===== src/rtl/multicycle_control.sv =====
// Multicycle control FSM for a single-port-memory RISC-V datapath.
// Sequences FETCH/DECODE/EXEC/MEM/WB for lh, sh, andi, bne, add and sll.
// Memory accesses use a req/ready handshake with a bounded wait, and
// unsupported encodings or memory timeouts park the FSM in a sticky TRAP.
// Retired instructions are counted, wrapping silently at 2^CNT_W.
module multicycle_control #(
   parameter int MEM_TIMEOUT = 15,
   parameter int CNT_W       = 16
) (
   input  logic             clk,
   input  logic             rst_n,
   input  logic [6:0]       opcode,
   input  logic [2:0]       funct3,
   input  logic [6:0]       funct7,
   input  logic             zero,
   input  logic             mem_ready,
   output logic             mem_req,
   output logic             mem_we,
   output logic             ir_write,
   output logic             pc_write,
   output logic             pc_src,
   output logic             reg_write,
   output logic             mem_to_reg,
   output logic             alu_src_b,
   output logic [3:0]       alu_ctrl,
   output logic             illegal,
   output logic [2:0]       state,
   output logic [CNT_W-1:0] retired
);
   // The wait counter only has to reach MEM_TIMEOUT-1: the cycle that would
   // take it to MEM_TIMEOUT goes straight to TRAP instead.
   localparam int WAIT_W = (MEM_TIMEOUT < 2) ? 1 : $clog2(MEM_TIMEOUT);
   localparam logic [WAIT_W-1:0] WAIT_LAST = WAIT_W'(MEM_TIMEOUT - 1);

   localparam logic [3:0] ALU_AND = 4'b0000;
   localparam logic [3:0] ALU_ADD = 4'b0010;
   localparam logic [3:0] ALU_SLL = 4'b0011;
   localparam logic [3:0] ALU_SUB = 4'b0110;

   typedef enum logic [2:0] {
      S_IDLE   = 3'd0,
      S_FETCH  = 3'd1,
      S_DECODE = 3'd2,
      S_EXEC   = 3'd3,
      S_MEM    = 3'd4,
      S_WB     = 3'd5,
      S_TRAP   = 3'd6
   } state_t;

   typedef enum logic [2:0] {
      C_NONE = 3'd0,
      C_LH   = 3'd1,
      C_SH   = 3'd2,
      C_ANDI = 3'd3,
      C_BNE  = 3'd4,
      C_ADD  = 3'd5,
      C_SLL  = 3'd6
   } class_t;

   state_t            state_q;
   class_t            class_q;
   class_t            dec_class;
   logic [WAIT_W-1:0] wait_q;
   logic [CNT_W-1:0]  retired_q;
   logic              illegal_q;

   // Classify the IR fields; C_NONE marks an unsupported encoding.
   always_comb begin
      dec_class = C_NONE;
      case (opcode)
         7'b0000011: if (funct3 == 3'b001) dec_class = C_LH;
         7'b0100011: if (funct3 == 3'b001) dec_class = C_SH;
         7'b0010011: if (funct3 == 3'b111) dec_class = C_ANDI;
         7'b1100011: if (funct3 == 3'b001) dec_class = C_BNE;
         7'b0110011: begin
            if (funct7 == 7'b0000000 && funct3 == 3'b000)      dec_class = C_ADD;
            else if (funct7 == 7'b0000000 && funct3 == 3'b001) dec_class = C_SLL;
         end
         default: dec_class = C_NONE;
      endcase
   end

   // Datapath strobes decoded from the state; handshake-qualified ones follow mem_ready directly.
   always_comb begin
      mem_req    = 1'b0;
      mem_we     = 1'b0;
      ir_write   = 1'b0;
      pc_write   = 1'b0;
      pc_src     = 1'b0;
      reg_write  = 1'b0;
      mem_to_reg = 1'b0;
      case (state_q)
         S_FETCH: begin
            mem_req  = 1'b1;
            ir_write = mem_ready;
         end
         S_EXEC: begin
            if (class_q == C_BNE) begin
               pc_write = 1'b1;
               pc_src   = ~zero;
            end
         end
         S_MEM: begin
            mem_req  = 1'b1;
            mem_we   = (class_q == C_SH);
            pc_write = mem_ready && (class_q == C_SH);
         end
         S_WB: begin
            reg_write  = 1'b1;
            mem_to_reg = (class_q == C_LH);
            pc_write   = 1'b1;
         end
         default: ;
      endcase
   end

   // ALU operation is only meaningful while the latched class drives the datapath.
   always_comb begin
      alu_ctrl  = ALU_AND;
      alu_src_b = 1'b0;
      if (state_q == S_EXEC || state_q == S_MEM || state_q == S_WB) begin
         case (class_q)
            C_LH, C_SH: begin alu_ctrl = ALU_ADD; alu_src_b = 1'b1; end
            C_ANDI:     begin alu_ctrl = ALU_AND; alu_src_b = 1'b1; end
            C_ADD:      alu_ctrl = ALU_ADD;
            C_SLL:      alu_ctrl = ALU_SLL;
            C_BNE:      alu_ctrl = ALU_SUB;
            default:    ;
         endcase
      end
   end

   // Sequencer: state, latched class, handshake wait counter, trap flag and retire count.
   always_ff @(posedge clk or negedge rst_n) begin
      if (!rst_n) begin
         state_q   <= S_IDLE;
         class_q   <= C_NONE;
         wait_q    <= '0;
         retired_q <= '0;
         illegal_q <= 1'b0;
      end else begin
         case (state_q)
            S_IDLE: begin
               state_q <= S_FETCH;
               wait_q  <= '0;
            end
            S_FETCH, S_MEM: begin
               if (mem_ready) begin
                  wait_q <= '0;
                  if (state_q == S_FETCH)    state_q <= S_DECODE;
                  else if (class_q == C_SH)  state_q <= S_FETCH;
                  else                       state_q <= S_WB;
               end else if (wait_q == WAIT_LAST) begin
                  wait_q    <= '0;
                  state_q   <= S_TRAP;
                  illegal_q <= 1'b1;
               end else begin
                  wait_q <= wait_q + WAIT_W'(1);
               end
            end
            S_DECODE: begin
               class_q <= dec_class;
               wait_q  <= '0;
               if (dec_class == C_NONE) begin
                  state_q   <= S_TRAP;
                  illegal_q <= 1'b1;
               end else begin
                  state_q <= S_EXEC;
               end
            end
            S_EXEC: begin
               wait_q <= '0;
               case (class_q)
                  C_BNE:               state_q <= S_FETCH;
                  C_LH, C_SH:          state_q <= S_MEM;
                  C_ANDI, C_ADD, C_SLL: state_q <= S_WB;
                  default: begin
                     state_q   <= S_TRAP;
                     illegal_q <= 1'b1;
                  end
               endcase
            end
            S_WB: begin
               wait_q  <= '0;
               state_q <= S_FETCH;
            end
            S_TRAP:  state_q <= S_TRAP;
            default: begin
               state_q   <= S_TRAP;
               illegal_q <= 1'b1;
            end
         endcase
         // Every retiring instruction updates the PC exactly once.
         if (pc_write) retired_q <= retired_q + CNT_W'(1);
      end
   end

   assign state   = state_q;
   assign retired = retired_q;
   assign illegal = illegal_q;

endmodule


===== config.mk =====
export PLATFORM = sky130hd
export DESIGN_NAME = multicycle_control
export DESIGN_NICKNAME = d
export VERILOG_FILES = /design/src/rtl/multicycle_control.sv
export SDC_FILE = /design/constraint.sdc
export NUM_CORES = 1
export LEC_CHECK = 0
export ABC_AREA = 1
export BUFFER_PORTS_ARGS = -buffer_cell sky130_fd_sc_hd__clkbuf_2
export CORE_ASPECT_RATIO = 0.8
export CORE_MARGIN = 1.5
export CORE_UTILIZATION = 50
export DETAILED_ROUTE_END_ITERATION = 8
export PLACE_DENSITY = 0.78
export SLEW_MARGIN = 20
export SYNTH_ARGS = -nofsm -noshare
export SYNTH_HDL_FRONTEND = slang
export SYNTH_SLANG_ARGS = --single-unit
export TNS_END_PERCENT = 30

===== constraint.sdc =====
create_clock -name clk -period 3.8 [get_ports clk]
set_input_delay 0.57 -clock clk [delete_from_list [all_inputs] [get_ports clk]]
set_output_delay 0.57 -clock clk [all_outputs]
set_load 0.1 [all_outputs]

==> impl_metrics.toml <==
[status]
outcome = "finished, final reports clean"

[sta]
setup_viol_count_final = 0
max_slew_margin = 0.5577
max_freq_mhz = 405.6
period_needed_ns = 2.466
fin_crit_sh = 0.6489
drv_slew = 0
layout_setup_ws_ns = 1.334
hold_violations = 0
worst_pin_slew_ns = 0.6635
skew_ns = 0.002717
holdWs_ns = 0.3109
setup_tns_ns = 0
grt_setup_unrepaired = "false"

[floorplanning]
die-area_um2 = 3964
placementRows = 19
io_pins = 53
design.core.area_um2 = 3423
die_w_um = 70.02
fp.dieH_um = 56.62
start_util = 0.5249

[worst_setup_path]
critPathKind = "flop to primary output"
worstPathMaxFanout = 15
crit_arrival_ns = 1.90
critical_path_required_ns = 3.23
worstRegToRegCells = 9
startpoint_type = "flop"
worstSetupEndpointType = "primary output"
regToRegSetupSlack_ns = 2.13
r2r-end = "retired[13]"
rr_startpoint = "state[1]"

[synth]
syn_area_um2 = 1797
ys_ff_latch = 27
synth_nets = 274
ys_top_cells_by_area = "dfrtp_1, nand2_1, nor2_1"
async_flop_share = 1.000
synth.top_cell.area_share = 0.3760
avgSynthCellArea_um2 = 7.187
yosysSeqAreaShare = 0.3760
ys_types = 28
synth_most_common_cell = "nand2_1"
synthFlopType = "dfrtp_1"
synth_edf_count = 0
synth_commonest_cells = "nand2_1, nor2_1, inv_1"
netlist_instances = 250
synth_warnings = 0
synth_top_cell_by_area = "dfrtp_1"

[hold_path]
hold_path_class = "input port to async pin"

[finish]
design_area_um2 = 2126
syn_to_final_growth_pct = 18.31
final_layout_size_suffix_gt1_frac = 0.2219
fill_cells = 336
utilization = 0.6210
diodes = 0
final_nets = 327

[power_and_ir_drop]
power_leakage_nw = 1.173
p_per_area_nw_per_um2 = 226.6
ir_drop_mv = 0.1709

[route]
drc = 0
drt-initial-drc-count = 101
routedWlPerCell_um = 10.44
first_pass_iters = 4
vias_per_cell = 4.866
ant_nets = 0
wl_um = 3592
vias = 1674

[global_route]
grt_max_degree = 28
grt_pass1_vias = 1462
grt_pass1_wl_um = 6320
gr-total-overflow = 0
track_usage = 0.1988
antenna_found_initial = 0

[cts]
cts.sinks = 27
post_cts_buffers = 0
clk_latency_ns = 0.27
cts_tree = "done"
post_cts_resized = 0
cts_htree_levels = 1
cts_made_buffers = 3
clkSlewWorstSetupHoldPaths_ns = 0.09
cts_root_buf = "clkbuf_8"
cts_buffer_depth = 2
cts_hold_buf = 0

[place]
port_buffers = 51
dp_hpwl_um = 2908
pre_cts_slack_ns = 1.591
finalWeightedCongestion = 0.8419
placed_area_um2 = 2081

[flow_run]
cap_violations = 0
[flip-flops by register name (all words and copies together) (netlist names)]
signal and cells:
retired 16, wait_q 4, class_q 3, state 3, illegal 1
[per-stage QoR]
| step | power [W] | cells |
|---|---|---|
| 6_report | 0.0004817 | 344 |
| 5_1_grt | 0.0005054 | 344 |
| 4_1_cts | 0.0004893 | 344 |
| 3_5_place_dp | 0.0003269 | 340 |
| 3_3_place_gp | 0.0003261 | 340 |
| 2_1_floorplan | 0.0003078 | 250 |
[how the worst max path moves through the flow]
stage,slack (ns),endpoint,start,cells past startpoint
6_report,1.33,pc_write,state[1],6
5_1_grt,1.18,pc_write,class_q[2],6
4_1_cts,1.34,pc_write,state[1],6
3_5_place_dp,1.59,pc_write,mem_ready,6
3_3_place_gp,1.61,pc_write,mem_ready,6
2_1_floorplan,-0.12,pc_src,state[0],3
[worst max-delay path: stages (launching register included)]
cell and delay (ns):
dfrtp_1 0.42, inv_1 0.16, nand2_1 0.12, nor2_1 0.14, nand2_1 0.11, nand2_4 0.18
clkbuf_2 0.49
[layer usage]
metal | up-vias | part of all wire | track usage
met5 | - | 0 | 0
met4 | 0 | 0.017 | 0.07418
met3 | 5 | 0.044 | 0.03770
met2 | 41 | 0.42 | 0.2980
met1 | 741 | 0.52 | 0.2867
li1 | 887 | - | -
[where the power goes]
group / total, W / internal [W] / switching [W] / leakage (nW)
sequential: 0.000287 / 0.000287 / 0.0000000347 / 0.315
combinational: 0.0000335 / 0.0000116 / 0.0000219 / 0.835
clock: 0.000161 / 0.0000752 / 0.0000860 / 0.0228
total: 0.000482 / 0.000374 / 0.000108 / 1.17
[layout make-up]
cell class                 count  area (µm²)  share of cell area
sequential                    27       675.6              0.3178
timing repair buffer          51       255.2              0.1201
clock buffer                   4       45.04             0.02119
tap                           42       52.55             0.02472
multi-input combinational    181       950.9              0.4473
inverter                      39       146.4             0.06886
[cell usage in the layout, fill, tap and decap left out]
cell type  netlist  final
nand4_1          2      2
o21ai_0          8      8
nor3_2           2      2
mux2_2           1      1
o211ai_1         2      2
nand2_1         55     55
a31oi_1          2      2
xnor2_1          7      7
nor3_1           8      8
clkbuf_1         0      1
dfrtp_1         27     27
nand3_1         20     20
nor2_2           3      3
clkbuf_8         0      3
nor3b_1          1      1
nand3_2          2      2
inv_1           39     39
nand2_4          2      2
clkbuf_2         0     51
a21oi_1          7      7
nor2_1          40     40
conb_1           1      1
nor4_2           0      1
xor2_1           9      9
nand3b_1         2      2
a21boi_2         1      1
ha_1             3      3
a22oi_1          1      1
nor2_4           1      1
[cells by family (layout without fill, tap and decap cells)]
family | Yosys count | count (layout) | synth area share
other | 1 | 1 | 0.002087
flip-flops | 27 | 27 | 0.3760
AO/OA/AOI/OAI | 21 | 21 | 0.06755
adder cells (fa/ha/maj) | 3 | 3 | 0.02089
multiplexers | 1 | 1 | 0.006267
buffers and inverters | 42 | 94 | 0.09819
XOR/XNOR | 16 | 16 | 0.07800
AND/OR/NAND/NOR | 139 | 139 | 0.3510
No activity file was read; power rests on OpenSTA's default activity.
